`config.mk`:
```
export PLATFORM = sky130hd
export DESIGN_NAME = ham_enc_arbiter
export DESIGN_NICKNAME = d
export VERILOG_FILES = /design/src/rtl/ham_pkg.sv /design/src/rtl/ham_encoder.sv /design/src/rtl/rr_arbiter.sv /design/src/rtl/ham_enc_arbiter.sv
export SDC_FILE = /design/constraint.sdc
export NUM_CORES = 1
export LEC_CHECK = 0
export BUFFER_PORTS_ARGS = -buffer_cell sky130_fd_sc_hd__buf_2
export CAP_MARGIN = 20
export CORE_AREA = 4 4 109 85
export CTS_BUF_LIST = sky130_fd_sc_hd__clkbuf_4 sky130_fd_sc_hd__clkbuf_8
export DETAILED_ROUTE_END_ITERATION = 8
export DIE_AREA = 0 0 113 89
export PLACE_DENSITY = 0.44
export SKIP_LAST_GASP = 1
export SLEW_MARGIN = 20
export SYNTH_ARGS = -nofsm -noshare
export SYNTH_HDL_FRONTEND = slang
export SYNTH_HIERARCHICAL = 1
export SYNTH_SLANG_ARGS = --single-unit
```
`constraint.sdc`:
```
create_clock -name clk -period 6.9 [get_ports clk]
set_input_delay 0.69 -clock clk [delete_from_list [all_inputs] [get_ports clk]]
set_output_delay 0.69 -clock clk [all_outputs]
set_load 0.02 [all_outputs]
```
`src/rtl/ham_pkg.sv`:
```
// Shared Hamming(7,4) definitions: data/code widths, the reference encode
// function, and the delivered codeword width.
// Build option: HAM_PARITY_EN widens the delivered codeword to 8 bits by
// prepending an overall parity bit (extended SECDED code).
package ham_pkg;

  localparam int unsigned HAM_DATA_W = 4;
  localparam int unsigned HAM_CODE_W = 7;

`ifdef HAM_PARITY_EN
  localparam int unsigned HAM_CODE_OUT_W = HAM_CODE_W + 1;
`else
  localparam int unsigned HAM_CODE_OUT_W = HAM_CODE_W;
`endif

  // Hamming(7,4) encode; code[6:0] = {p1, p2, d1, p3, d2, d3, d4}
  function automatic logic [HAM_CODE_W-1:0] ham74_encode(input logic [HAM_DATA_W-1:0] data);
    logic d1, d2, d3, d4;
    logic p1, p2, p3;
    d1 = data[0];
    d2 = data[1];
    d3 = data[2];
    d4 = data[3];
    p1 = d1 ^ d2 ^ d4;
    p2 = d1 ^ d3 ^ d4;
    p3 = d2 ^ d3 ^ d4;
    return {p1, p2, d1, p3, d2, d3, d4};
  endfunction

endpackage

```
`src/rtl/ham_encoder.sv`:
```
// Combinational Hamming(7,4) encoder, shared datapath for the arbiter.
// Ports:
//   data   - 4-bit nibble (d1 = data[0] .. d4 = data[3])
//   code_c - 7-bit codeword {p1, p2, d1, p3, d2, d3, d4}
module ham_encoder
  import ham_pkg::*;
(
  input  logic [HAM_DATA_W-1:0] data,
  output logic [HAM_CODE_W-1:0] code_c
);

  logic d1, d2, d3, d4;
  logic p1, p2, p3;

  // Parity bits each cover three of the four data bits
  always_comb begin
    d1 = data[0];
    d2 = data[1];
    d3 = data[2];
    d4 = data[3];
    p1 = d1 ^ d2 ^ d4;
    p2 = d1 ^ d3 ^ d4;
    p3 = d2 ^ d3 ^ d4;
    code_c = {p1, p2, d1, p3, d2, d3, d4};
  end

endmodule

```
`src/rtl/rr_arbiter.sv`:
```
// Combinational round-robin arbiter: picks the first asserted request at or
// above ptr, wrapping around, when enabled.
// Ports:
//   req         - per-requester request
//   ptr         - highest-priority index this cycle (0..NUM_REQ-1)
//   en          - grant allowed this cycle
//   grant_c     - one-hot grant (all zero when disabled or idle)
//   grant_idx_c - index of the granted requester (0 when none)
module rr_arbiter #(
  parameter  int unsigned NUM_REQ = 4,
  localparam int unsigned SRC_W   = $clog2(NUM_REQ)
) (
  input  logic [NUM_REQ-1:0] req,
  input  logic [SRC_W-1:0]   ptr,
  input  logic               en,
  output logic [NUM_REQ-1:0] grant_c,
  output logic [SRC_W-1:0]   grant_idx_c
);

  // One extra bit so ptr + offset never overflows before the wrap
  localparam int unsigned SUM_W = SRC_W + 1;

  logic [SUM_W-1:0] cand;
  logic             found;

  // Scan offsets 0..NUM_REQ-1 from ptr; the first hit wins
  always_comb begin
    grant_c     = '0;
    grant_idx_c = '0;
    found       = 1'b0;
    cand        = '0;
    for (int k = 0; k < NUM_REQ; k++) begin
      cand = {1'b0, ptr} + SUM_W'(k);
      if (cand >= SUM_W'(NUM_REQ)) begin
        cand = cand - SUM_W'(NUM_REQ);
      end
      if (en && !found && req[SRC_W'(cand)]) begin
        grant_c[SRC_W'(cand)] = 1'b1;
        grant_idx_c           = SRC_W'(cand);
        found                 = 1'b1;
      end
    end
  end

endmodule

```
`src/rtl/ham_enc_arbiter.sv`:
```
// Round-robin scheduler sharing one Hamming(7,4) encoder between NUM_REQ
// nibble requesters, with a registered codeword/source output stage.
// Build option: HAM_PARITY_EN makes out_code 8 bits {overall_parity, code}.
// Ports:
//   clk, rst   - clock, synchronous active-high reset
//   req_valid  - per-requester nibble valid
//   req_data   - nibble i at [4i+3:4i]
//   req_ready  - one-hot accept (combinational)
//   out_valid  - output register holds a codeword
//   out_ready  - downstream accepts the codeword
//   out_code   - encoded codeword
//   out_src    - requester index that produced out_code
//   enc_count  - delivered-codeword counter, wraps silently
module ham_enc_arbiter
  import ham_pkg::*;
#(
  parameter  int unsigned NUM_REQ = 4,
  localparam int unsigned SRC_W   = $clog2(NUM_REQ),
  parameter  int unsigned CNT_W   = 16
) (
  input  logic                          clk,
  input  logic                          rst,
  input  logic [NUM_REQ-1:0]            req_valid,
  input  logic [NUM_REQ*HAM_DATA_W-1:0] req_data,
  output logic [NUM_REQ-1:0]            req_ready,
  output logic                          out_valid,
  input  logic                          out_ready,
  output logic [HAM_CODE_OUT_W-1:0]     out_code,
  output logic [SRC_W-1:0]              out_src,
  output logic [CNT_W-1:0]              enc_count
);

  logic                      can_load_c;
  logic [NUM_REQ-1:0]        grant_c;
  logic [SRC_W-1:0]          grant_idx_c;
  logic                      grant_any_c;
  logic [HAM_DATA_W-1:0]     sel_nibble_c;
  logic [HAM_CODE_W-1:0]     code7_c;
  logic [HAM_CODE_OUT_W-1:0] code_ext_c;

  logic [SRC_W-1:0]          rr_ptr;
  logic [SRC_W-1:0]          nxt_ptr;
  logic                      nxt_valid;
  logic [HAM_CODE_OUT_W-1:0] nxt_code;
  logic [SRC_W-1:0]          nxt_src;
  logic [CNT_W-1:0]          nxt_count;

  // Register may load when empty or when it drains this same cycle
  assign can_load_c = ~out_valid | out_ready;

  rr_arbiter #(
    .NUM_REQ (NUM_REQ)
  ) u_arb (
    .req         (req_valid),
    .ptr         (rr_ptr),
    .en          (can_load_c & ~rst),
    .grant_c     (grant_c),
    .grant_idx_c (grant_idx_c)
  );

  assign req_ready   = grant_c;
  assign grant_any_c = |grant_c;

  // One-hot AND-OR select of the granted nibble
  always_comb begin
    sel_nibble_c = '0;
    for (int i = 0; i < NUM_REQ; i++) begin
      if (grant_c[i]) begin
        sel_nibble_c = sel_nibble_c | req_data[i*HAM_DATA_W +: HAM_DATA_W];
      end
    end
  end

  ham_encoder u_enc (
    .data   (sel_nibble_c),
    .code_c (code7_c)
  );

`ifdef HAM_PARITY_EN
  assign code_ext_c = {^code7_c, code7_c};
`else
  assign code_ext_c = code7_c;
`endif

  // Next-state for output register, round-robin pointer and counter
  always_comb begin
    nxt_valid = out_valid;
    nxt_code  = out_code;
    nxt_src   = out_src;
    nxt_ptr   = rr_ptr;
    nxt_count = enc_count;
    if (out_valid && out_ready) begin
      nxt_count = enc_count + CNT_W'(1);
    end
    if (grant_any_c) begin
      nxt_valid = 1'b1;
      nxt_code  = code_ext_c;
      nxt_src   = grant_idx_c;
      nxt_ptr   = (grant_idx_c == SRC_W'(NUM_REQ - 1)) ? '0 : grant_idx_c + SRC_W'(1);
    end else if (out_ready) begin
      nxt_valid = 1'b0;
    end
  end

  // State registers; reset drops any held codeword undelivered
  always_ff @(posedge clk) begin
    if (rst) begin
      out_valid <= 1'b0;
      out_code  <= '0;
      out_src   <= '0;
      enc_count <= '0;
      rr_ptr    <= '0;
    end else begin
      out_valid <= nxt_valid;
      out_code  <= nxt_code;
      out_src   <= nxt_src;
      enc_count <= nxt_count;
      rr_ptr    <= nxt_ptr;
    end
  end

endmodule

```
==> results of run 1 <==
[cell usage in the layout (no fill, tap or decap), types with 6 or more instances in the layout]
master and count:
sky130_fd_sc_hd__nor2_1 14, sky130_fd_sc_hd__a22oi_1 8, sky130_fd_sc_hd__nand2_1 38, sky130_fd_sc_hd__dfxtp_1 28
sky130_fd_sc_hd__a21oi_1 18, sky130_fd_sc_hd__nand4_1 8, sky130_fd_sc_hd__ha_1 9, sky130_fd_sc_hd__mux2i_1 6
sky130_fd_sc_hd__xor2_1 7, sky130_fd_sc_hd__buf_2 52
[power groups by stage]
stage               clock, W  combinational, W  sequential, W
global placement           0          0.000388       0.000223
global route        0.000141          0.000439       0.000225
finish              0.000130          0.000389       0.000220
CTS                 0.000135          0.000388       0.000220
detailed placement         0          0.000387       0.000224
floorplan                  0          0.000357       0.000229
[worst max-delay path: stages, from the launching register on]
cell,delay (ps)
sky130_fd_sc_hd__dfxtp_1,770
sky130_fd_sc_hd__inv_2,190
sky130_fd_sc_hd__ha_1,590
sky130_fd_sc_hd__mux4_2,630
sky130_fd_sc_hd__nand2_1,110
sky130_fd_sc_hd__o21ai_1,60
sky130_fd_sc_hd__a221o_1,470
sky130_fd_sc_hd__buf_2,210
[cells by family (layout without fill, tap and decap cells)]
| family | count (synthesis) | count (layout) | share of synthesized area, % |
|---|---|---|---|
| XOR/XNOR | 12 | 12 | 7.54 |
| flip-flops | 28 | 28 | 28.1 |
| AND/OR/NAND/NOR | 100 | 100 | 27.1 |
| multiplexers | 11 | 11 | 7.16 |
| adder cells (fa/ha/maj) | 9 | 9 | 5.65 |
| AO/OA/AOI/OAI | 49 | 49 | 16.0 |
| buffers and inverters | 25 | 60 | 8.48 |
[synthesized netlist by cell type, types with 2 or more instances]
cell                       instances  area (sq um)
sky130_fd_sc_hd__a21oi_1          18          90.1
sky130_fd_sc_hd__a221o_1           4          40.0
sky130_fd_sc_hd__a22oi_1           8          60.1
sky130_fd_sc_hd__and3_1            2          12.5
sky130_fd_sc_hd__and4_1            5          43.8
sky130_fd_sc_hd__buf_2             2          10.0
sky130_fd_sc_hd__buf_4            12          90.1
sky130_fd_sc_hd__buf_6             3          33.8
sky130_fd_sc_hd__clkbuf_1          4          15.0
sky130_fd_sc_hd__dfxtp_1          28           561
sky130_fd_sc_hd__ha_1              9           113
sky130_fd_sc_hd__inv_1             2          7.51
sky130_fd_sc_hd__mux2_2            2          22.5
sky130_fd_sc_hd__mux2i_1           6          60.1
sky130_fd_sc_hd__mux4_2            2          45.0
sky130_fd_sc_hd__nand2_1          38           143
sky130_fd_sc_hd__nand2b_1          2          12.5
sky130_fd_sc_hd__nand3_1           5          25.0
sky130_fd_sc_hd__nand4_1           8          50.1
sky130_fd_sc_hd__nor2_1           14          52.6
sky130_fd_sc_hd__nor2b_1           5          31.3
sky130_fd_sc_hd__nor3_1            4          20.0
sky130_fd_sc_hd__nor4_1            3          18.8
sky130_fd_sc_hd__o21ai_0           5          25.0
sky130_fd_sc_hd__o21ai_1           4          20.0
sky130_fd_sc_hd__o22ai_1           2          12.5
sky130_fd_sc_hd__o31ai_1           2          15.0
sky130_fd_sc_hd__or3_1             4          25.0
sky130_fd_sc_hd__or4_1             2          15.0
sky130_fd_sc_hd__xnor2_1           2          17.5
sky130_fd_sc_hd__xor2_1            7          61.3
sky130_fd_sc_hd__xor3_1            3          71.3
[layout make-up]
cell class / instances / share of cell area (%)
well taps: 108 / 5.81
repair buffers: 52 / 11.2
inverters: 4 / 0.861
multi-input cells: 181 / 55.0
flip-flops and latches: 28 / 24.1
clock inverters: 1 / 1.29
clock buffers: 3 / 1.78
[registers in the layout, indices dropped and copies added (netlist names)]
register	flops
out_valid	1
enc_count	16
rr_ptr	2
out_code	7
out_src	2
[layer usage]
layer | GRT usage, % | wire length (microns)
met3 | 2.91 | 341
met1 | 15.1 | 2630
met2 | 14.4 | 1970
met4 | 1.64 | 26
met5 | 0 | 0
[path summary, 6_finish.rpt]
kind              slack, ps  cells past startpoint                      end
setup / recovery       2890                      7             req_ready[0]
hold / removal          460                      2  out_src[0]$_SDFFE_PP0P_
setup reg to reg       2980                     10   rr_ptr[0]$_SDFFE_PP0P_
hold reg to reg         460                      2  out_src[0]$_SDFFE_PP0P_
[per-stage QoR]
step / std cells / cell area, sq um / hold WS, ps / power (W) / util, %
after floorplan: 234 / 1990 / 507 / 0.000586 / -
after global placement: 373 / 2240 / 437 / 0.000611 / 27.3
after global routing: 377 / 2320 / 492 / 0.000805 / 28.2
after CTS: 377 / 2320 / 461 / 0.000743 / 28.1
after detailed placement: 373 / 2240 / 448 / 0.000611 / 27.3
final: 377 / 2320 / 459 / 0.000739 / 28.2
==> results.md, run 1 <==
Timing:
- The achievable frequency is 250 MHz.
- For the finished layout, the period the worst path requires is 4010 ps.
- At the pin with the least slew margin, the transition time is 759 ps.
- Setup repair after global routing left no endpoint under its margin.
- Across all setup checks in the final design, the least slack found is 2890 ps.
- The number of max-slew violations in the final report is 0.
- The number of hold violations in the final report came to 0.
- Setup violations remaining at the end of the flow were counted as 0.
- Setup total negative slack on the finished layout was measured at 0 ps.
- Clock skew on the completed layout was measured at 2.61 ps.
- Of the available clock period, the critical path in the final layout requires 58.1%.
- The relative slew slack is 49.3%.

Logic synthesis:
- The per-instance average area after synthesis is 8.51 sq um.
- The post-synthesis net count is 266.
- For this run, the leading register cell type out of synthesis is sky130_fd_sc_hd__dfxtp_1.
- Yosys mapped a number of flops with a built-in enable equal to 0.
- The post-synthesis instance area is 1990 sq um.
- For this run, asynchronously set or reset flops after synthesis account for 0%.
- The cell count after synthesis is 234.
- The part of the Yosys area used for sequential elements is 28.1%.
- The flip-flop and latch count after synthesis is 28.
- The Yosys step of the flow raised 6 warnings.
- The number of distinct standard cells referenced by the synthesized netlist is 49.

Placement:
- In this run the tool buffered the top-level ports with 52 buffer cells.
- The last weighted congestion value of the routability-driven placer is 0.758.
- At the placement stage, the worst setup path has a slack of 2640 ps.
- The HPWL after detailed placement is 3.68 mm.

Global routing:
- Summed over all layers, the global routing overflow is 0.
- The number of antenna violations at the first check in global routing is 0.
- The number of global-route vias before repair is 1759.
- The maximum number of pins on one net before global-route repair is 33.
- The first global-routing pass estimated 8.50 mm of wire.
- For this run, the total global-route usage over all layers was measured as 10.1%.

Cells and area:
- Summing all multi-input logic gate instances after layout gives 1280 sq um.
- After the last flow step, the layout net total stands at 302.
- The number of fill cells is 882.
- The number of diodes added for antenna fixing is 0.
- In the final layout, the share of cells above drive strength 1 is 26.0%.
- Compared with the post-synthesis result, the final layout area differs by 16.7%.
- Across the whole layout, storage elements account for 561 sq um.

Clocking:
- Clock-pin slew was measured on the worst setup and hold paths at 100 ps.
- After clock tree synthesis, the setup repair step added 0 buffers.
- The maximum root-to-sink buffer count is 2.
- TritonCTS built the clock tree.
- The CTS sink count is 28.
- The clock latency on the worst-skew pair is 280 ps.
- For this design, the CTS-stage hold fixing added 0 buffers.
- Counting the buffers created by CTS gives 3.
- The number of gates resized after CTS is 0.
- Clock tree synthesis selected as its root buffer the cell sky130_fd_sc_hd__clkbuf_8.
- In this run the number of H-tree levels came out at 1.

Die:
- The initial utilization of the core area, before any placement, comes to 24.2%.
- The horizontal extent of the die is 113 microns.
- The die covers 10100 sq um.
- During I/O placement, the number of pins put on the boundary was 53.
- The initialized floorplan defines 29 standard-cell rows.
- From bottom edge to top edge, the die measures 89 microns.
- The area of the placeable core is 8240 sq um.

Detailed routing:
- The overall routed net length is 4.97 mm.
- The count of TritonRoute iterations in the first routing pass is 4.
- The count of unresolved DRC violations after routing is 0.
- The remaining antenna violation count is 0.
- The detailed router placed 1790 vias in this run.
- The first-iteration detailed-routing DRC count is 129.
- The wire length per cell is 13.2 microns.
- The vias per cell is 4.75.

Power and ir drop:
- The clock network accounts for 17.6% of the total power.
- The part of the total power dissipated in combinational logic is 52.6%.
- For this design the ratio of total power to cell area is 318 nW/um^2.
- The worst-case IR drop observed on VDD is 0.0915 mV.
- Sequential cells account for 29.8% of the total power.
- The analysis attributes to cell leakage a power of 0.984 nW.
- Of the total power, the share spent switching nets is 41.5%.
- The internal power of the cells is 0.000432 W.
- The switching power total is 0.000307 W.

Critical path:
- The worst setup path is of the reg -> out kind.
- The worst endpoint required time is 6210 ps.
- The startpoint identified for the worst register-to-register timing path is rr_ptr[0]$_SDFFE_PP0P_.
- The worst setup path is launched from a flip-flop.
- Data on the critical path arrives at its endpoint at 3320 ps.
- The critical path starts at rr_ptr[0]$_SDFFE_PP0P_.
- The worst-path maximum fanout is 19.
- STA classifies the critical path endpoint as an output pin.

Hold path:
- The startpoint of the tightest hold check path is out_src[0]$_SDFFE_PP0P_.
- The min-delay analysis places its worst path in the category reg -> reg.

Status:
- The flow ran to the end, and the final reports show no timing, DRC or antenna violations.

Flow run:
- The count of max-cap constraint violations is 0.
(Power assumes the default switching activity.)
==> inputs of run 2 (changes only) <==
- PLACE_DENSITY: 0.44 -> 0.46
- clock period: 6.9 -> 3.2 ns (I/O delays scaled with it)
==> results.md, run 2 (same netlist as run 1, synthesis figures left out) <==
Hold path:
- The startpoint of the tightest hold check path is out_ready (was out_src[0]$_SDFFE_PP0P_).
- The classification of the worst-slack hold path is in -> reg (was reg -> reg).
- The depth of the worst hold-timing path was 3 (was 2).

Timing:
- The final total negative setup slack came to 0 ps (unchanged).
- The worst setup slack after layout came to 227 ps (was 2890 ps).
- Based on the critical path, the design can be clocked at up to 336 MHz.
- The final critical path takes up 92.9% of the cycle.
- The number of setup violations in the final report is 0 (unchanged).
- The number of max-slew violations in the final report came to 0 (unchanged).
- The number of hold violations in the final report is 0 (unchanged).
- Unrepaired setup endpoints after global routing: false (unchanged).
- The relative slew slack was 70.4% (was 49.3%).
- The final critical path time including I/O delays and setup is 2970 ps.
- The minimum hold slack is 358 ps (was 459 ps).
- The worst setup skew after layout is 5.21 ps (was 2.61 ps).
- The worst-margin pin slew is 441 ps (was 759 ps).

Clocking:
- The CTS tree is done (unchanged).
- The CTS sink count is 28 (unchanged).
- The number of CTS-inserted buffers was 3 (unchanged).
- The clock latency on the worst-skew pair was 280 ps (about the same).
- The maximum root-to-sink buffer count is 2 (unchanged).
- The number of hold buffers added after cts is 0 (unchanged).
- The CTS clock-pin slew for the worst setup and hold paths is 100 ps (about the same).
- The H-tree level count is 1 (unchanged).
- The clock tree root buffer cell is sky130_fd_sc_hd__clkbuf_8 (unchanged).

Detailed routing:
- The count of TritonRoute iterations in the first routing pass is 4 (unchanged).
- The first-iteration detailed-routing DRC count is 87 (was 129).
- The vias per cell is 4.76 (was 4.75).
- The count of unresolved DRC violations after routing is 0 (unchanged).
- The overall routed net length was 5.12 mm (was 4.97 mm).
- The wire length per cell was 13.3 microns (was 13.2 microns).
- The remaining antenna violation count is 0 (unchanged).
- The via count of the routed design is 1828 (was 1790).

Placement:
- The number of I/O port buffers came to 52 (unchanged).
- The last weighted congestion value of the routability-driven placer is 0.754 (was 0.758).
- The HPWL after detailed placement was 3.68 mm (about the same).
- The pre-CTS setup slack came to 101 ps (was 2640 ps).

Cells and area:
- The most common library cell in the layout ignoring fill and taps is sky130_fd_sc_hd__buf_2 (unchanged).
- The number of flip-flops in the largest register came to 16 (unchanged).
- Largest registers in the final layout: enc_count: 16 flops, out_code: 7 flops (unchanged).
- The count of nets after finishing is 309 (was 302).
- The area growth from synthesis to final layout is 19.7% (was 16.7%).
- The share of post-route cells with drive strength above 1 is 30.1% (was 26.0%).
- The top register by number of flip-flops is enc_count (unchanged).
- The number of diodes added for antenna fixing came to 0 (unchanged).
- The final core utilization is 28.9% (was 28.2%).
- Most frequent cells in the layout: sky130_fd_sc_hd__buf_2, sky130_fd_sc_hd__nand2_1, sky130_fd_sc_hd__dfxtp_1 (unchanged).

Critical path:
- The worst reg2reg path depth is 10 (unchanged).
- The startpoint of the worst register-to-register path was rr_ptr[1]$_SDFFE_PP0P_ (was rr_ptr[0]$_SDFFE_PP0P_).
- The data arrival time of the critical path is 3130 ps (was 3320 ps).
- The cell with the largest stage delay on the worst path is sky130_fd_sc_hd__or4_1 (was sky130_fd_sc_hd__dfxtp_1).
- The critical path launch point type is a flip-flop (unchanged).
- The startpoint-to-endpoint class of the critical path is reg -> reg (was reg -> out).
- The largest incremental delay on the critical path is 710 ps (was 770 ps).
- The depth of the critical timing path with buffers and inverters included is 10 (was 7).
- The worst-path maximum fanout is 10 (was 19).
- The count of buffer and inverter cells on the critical path came to 2 (unchanged).
- The worst endpoint required time is 3360 ps (was 6210 ps).
- The critical path launch point is rr_ptr[1]$_SDFFE_PP0P_ (was rr_ptr[0]$_SDFFE_PP0P_).
- The endpoint class of the critical path is a flip-flop (was output pin).
- Critical-path cell list: inv_1, ha_4, buf_4, mux2i_1, o22ai_1, and4_2, a221o_2, or4_1, nand2_1, a21oi_1 (was inv_2, ha_1, mux4_2, nand2_1, o21ai_1, a221o_1, buf_2).
- The cell family with the largest share of critical-path delay was simple AND/OR/NAND/NOR gates (was flip-flops).

Global routing:
- The global routing met3 resource utilization is 2.98% (was 2.91%).
- The global routing's busiest layer is met2 (was met1).
- The first-pass GRT wire length is 8.68 mm (was 8.50 mm).
- The total global routing overflow is 0 (unchanged).
- The met2 global-route usage is 15.7% (was 14.4%).
- The number of global-route vias before repair came to 1813 (was 1759).
- The global-route met1 utilization is 14.6% (was 15.1%).
- The global-route usage over all layers is 10.3% (was 10.1%).
- The number of antenna violations at the first check in global routing was 0 (unchanged).
- The maximum number of pins on one net before global-route repair is 32 (was 33).

Die:
- The area of the placeable core is 8240 sq um (unchanged).
- The horizontal extent of the die is 113 microns (unchanged).
- The floorplan die area came to 10100 sq um (unchanged).
- The I/O pin count is 53 (unchanged).
- The number of core rows came to 29 (unchanged).
- The initial standard-cell utilization of the core came to 24.2% (unchanged).
- The chip height is 89 microns (unchanged).

Power and ir drop:
- The power per unit of standard cell area came to 689 nW/um^2 (was 318 nW/um^2).
- The leakage dissipation was 1.02 nW (was 0.984 nW).
- The maximum vdd ir drop is 0.243 mV (was 0.0915 mV).

Status:
- Status: finished clean (unchanged).

Flow run:
- The count of max-cap constraint violations was 0 (unchanged).
## run 2: cell types whose count changed in the layout (fill, tap and decap cells not counted), sizes merged
cell	delta
buf	+7
bufinv	-1
clkbuf	+1
## run 2: path summary, 6_finish.rpt
| check | endpoint | slack [ps] |
|---|---|---|
| setup / recovery | out_code[6]$_SDFFE_PP0P_ | 230 |
| hold / removal | enc_count[1]$_SDFFE_PP0P_ | 360 |
| setup reg to reg | out_code[6]$_SDFFE_PP0P_ | 230 |
| hold reg to reg | out_code[4]$_SDFFE_PP0P_ | 460 |
## run 2: through the flow
step                      instance area [sq um]  total power [W]  cells
after floorplan                            2000          0.00127    234
after CTS                                  2370          0.00165    384
after global placement                     2310          0.00142    380
after detailed placement                   2310          0.00142    380
after global routing                       2380          0.00179    384
final                                      2380          0.00164    384
## run 2: final cells by class
type                    count  area (sq um)
clock buffers               4          55.1
fillers                   911          5850
inverters                   4          20.0
multi-input cells         181          1290
flip-flops and latches     28           562
well taps                 108           135
repair buffers             59           325
## run 2: report_power, final
part / internal [W] / total, W / switching [W] / leakage (nW)
Sequential: 0.000398 / 0.000436 / 0.0000387 / 0.227
Clock: 0.000110 / 0.000223 / 0.000113 / 0.0288
Combinational: 0.000450 / 0.000983 / 0.000533 / 0.760
## run 2: timing repair
item	in CTS	in global routing
setup buffers	0	0
setup endpoints to repair	0	10
resized for setup	0	3
## run 2: per-layer routing
layer	vias to the layer above	part of all wire (%)
met3	4	7.0
met1	853	51
met4	0	0.47
li1	924	-
met5	-	0
met2	47	41
## run 2: tightest hold or removal path, cell delays in order
cell	delay (ps)
sky130_fd_sc_hd__buf_2	140
sky130_fd_sc_hd__nand3_1	80
sky130_fd_sc_hd__a21oi_1	50
==> inputs of run 3 (changes only) <==
--- a/constraint.sdc
+++ b/constraint.sdc
@@ -3,2 +3,2 @@
 set_output_delay 0.32 -clock clk [all_outputs]
-set_load 0.02 [all_outputs]
+set_load 0.01 [all_outputs]
==> results.md, run 3 (same netlist as run 1, synthesis figures left out) <==
Status:
- Status: finished clean (unchanged).

Cells and area:
- The most common library cell in the layout ignoring fill and taps was sky130_fd_sc_hd__buf_2 (unchanged).
- Largest registers in the final layout: enc_count: 16 flops, out_code: 7 flops (unchanged).
- Most frequent cells in the layout: sky130_fd_sc_hd__buf_2, sky130_fd_sc_hd__nand2_1, sky130_fd_sc_hd__dfxtp_1 (unchanged).
- The number of flip-flops in the largest register is 16 (unchanged).
- The count of nets after finishing is 309 (unchanged).
- The area growth from synthesis to final layout came to 19.9% (was 19.7%).
- The top register by number of flip-flops was enc_count (unchanged).
- The share of post-route cells with drive strength above 1 was 30.4% (was 30.1%).
- The number of diodes added for antenna fixing is 0 (unchanged).

Hold path:
- The classification of the worst-slack hold path is in -> reg (unchanged).
- The startpoint of the tightest hold check path is out_ready (unchanged).

Global routing:
- The maximum number of pins on one net before global-route repair is 32 (unchanged).
- The first-pass GRT wire length is 8.33 mm (was 8.68 mm).
- The number of antenna violations at the first check in global routing was 0 (unchanged).
- The total global routing overflow is 0 (unchanged).
- The global-route usage over all layers is 9.87% (was 10.3%).
- The number of global-route vias before repair is 1727 (was 1813).

Detailed routing:
- The via count of the routed design is 1779 (was 1828).
- The vias per cell is 4.63 (was 4.76).
- The count of TritonRoute iterations in the first routing pass came to 4 (unchanged).
- The remaining antenna violation count came to 0 (unchanged).
- The length of routed met2 wiring is 2.07 mm (was 2.12 mm).
- The count of unresolved DRC violations after routing is 0 (unchanged).
- The uppermost layer routed was met4 (unchanged).
- The post-route met1 wirelength is 2.60 mm (was 2.62 mm).
- The first-iteration detailed-routing DRC count was 49 (was 87).
- The wire length per cell is 13.0 microns (was 13.3 microns).
- The overall routed net length is 5.00 mm (was 5.12 mm).
- The met3 wire length is 318 microns (was 356 microns).

Timing:
- The achievable frequency is 334 MHz (was 336 MHz).
- The number of hold violations in the final report came to 0 (unchanged).
- The minimum hold slack is 364 ps (was 358 ps).
- The worst-margin pin slew is 387 ps (was 441 ps).
- The number of setup violations in the final report is 0 (unchanged).
- The share of the cycle needed by the critical path after routing was 93.6% (was 92.9%).
- The final critical path time including I/O delays and setup is 3000 ps (was 2970 ps).
- The number of max-slew violations in the final report was 0 (unchanged).
- Unrepaired setup endpoints after global routing: false (unchanged).
- The final total negative setup slack was 0 ps (unchanged).
- The relative slew slack is 74.0% (was 70.4%).
- The worst setup skew after layout was 4.08 ps (was 5.21 ps).

Clocking:
- The CTS clock-pin slew for the worst setup and hold paths is 90 ps (was 100 ps).
- The maximum root-to-sink buffer count was 2 (unchanged).
- The CTS tree is done (unchanged).
- The CTS sink count is 28 (unchanged).
- The clock latency on the worst-skew pair is 270 ps (was 280 ps).
- The H-tree level count came to 1 (unchanged).
- The clock tree root buffer cell is sky130_fd_sc_hd__clkbuf_8 (unchanged).
- The total setup buffers inserted after CTS is 0 (unchanged).
- The number of CTS-inserted buffers was 3 (unchanged).

Critical path:
- The startpoint-to-endpoint class of the critical path is reg -> reg (unchanged).
- The critical path launch point is rr_ptr[1]$_SDFFE_PP0P_ (unchanged).
- The endpoint class of the critical path was a flip-flop (unchanged).
- The worst-path maximum fanout is 7 (was 10).
- The worst endpoint required time came to 3410 ps (was 3360 ps).
- The startpoint of the worst register-to-register path is rr_ptr[1]$_SDFFE_PP0P_ (unchanged).
- The data arrival time of the critical path is 3210 ps (was 3130 ps).
- The critical path launch point type is a flip-flop (unchanged).

Power and ir drop:
- The total power is 0.00160 W (was 0.00164 W).
- The maximum vdd ir drop came to 0.270 mV (was 0.243 mV).
- The leakage dissipation was 1.01 nW (was 1.02 nW).
- The power per unit of standard cell area is 671 nW/um^2 (was 689 nW/um^2).

Die:
- The area of the placeable core is 8240 sq um (unchanged).
- The number of core rows is 29 (unchanged).
- The chip height came to 89 microns (unchanged).
- The initial standard-cell utilization of the core is 24.2% (unchanged).
- The horizontal extent of the die is 113 microns (unchanged).
- The floorplan die area is 10100 sq um (unchanged).
- The I/O pin count was 53 (unchanged).

Placement:
- The number of I/O port buffers came to 52 (unchanged).
- The HPWL after detailed placement is 3.68 mm (about the same).
- The last weighted congestion value of the routability-driven placer is 0.799 (was 0.754).

Flow run:
- The count of max-cap constraint violations is 0 (unchanged).
-- run 3: cell counts in the layout (fill, tap and decap cells not counted) --
Identical to the previous run, type by type.
-- run 3: through the flow --
step / worst slack (ps) / cells / utilization, % / cell area [sq um]
after floorplan: 3.87 / 234 / - / 1990
after global placement: 90.4 / 380 / 28.1 / 2310
after detailed placement: 49.3 / 380 / 28.1 / 2310
after CTS: 30.9 / 384 / 28.7 / 2370
after global routing: 41.6 / 384 / 29.0 / 2390
final: 203 / 384 / 29.0 / 2390
-- run 3: per-layer routing --
metal,vias to the layer above,track usage [%]
met5,-,0
met4,0,1.31
met3,2,2.91
met2,43,15.3
met1,804,14.0
li1,930,-
-- run 3: report_power, final --
| group | leakage [nW] | internal, W | switching, W |
|---|---|---|---|
| sequential | 0.227 | 0.000398 | 0.0000377 |
| combinational | 0.759 | 0.000458 | 0.000491 |
| clock | 0.0288 | 0.000110 | 0.000109 |
-- run 3: layout make-up --
| class | count | area, sq um |
|---|---|---|
| clock buffers | 4 | 55.1 |
| repair buffers | 59 | 325 |
| multi-input cells | 181 | 1290 |
| flip-flops and latches | 28 | 562 |
| well taps | 108 | 135 |
| inverters | 4 | 20.0 |
| fillers | 890 | 5850 |
-- run 3: final timing paths --
check,end,slack (ps),depth (start not counted)
setup reg to reg,out_code[6]$_SDFFE_PP0P_,200,12
hold reg to reg,out_code[5]$_SDFFE_PP0P_,460,2
setup / recovery,out_code[6]$_SDFFE_PP0P_,200,12
hold / removal,enc_count[1]$_SDFFE_PP0P_,360,3
-- run 3: repair_timing --
action	in CTS	in global routing
resized for setup	0	7
hold buffers	0	0
endpoints found under the setup margin	0	11
-- run 3: worst max-delay path, cell delays in order, from the launching register on --
cell and delay [ps]:
sky130_fd_sc_hd__dfxtp_1 350, sky130_fd_sc_hd__inv_1 90, sky130_fd_sc_hd__ha_4 320, sky130_fd_sc_hd__buf_4 150, sky130_fd_sc_hd__mux2i_1 230, sky130_fd_sc_hd__o22ai_1 190, sky130_fd_sc_hd__and4_1 240, sky130_fd_sc_hd__a221o_2 380
sky130_fd_sc_hd__a22oi_1 220, sky130_fd_sc_hd__nand2_1 160, sky130_fd_sc_hd__xor3_1 400, sky130_fd_sc_hd__nand2_1 70, sky130_fd_sc_hd__a21oi_1 140
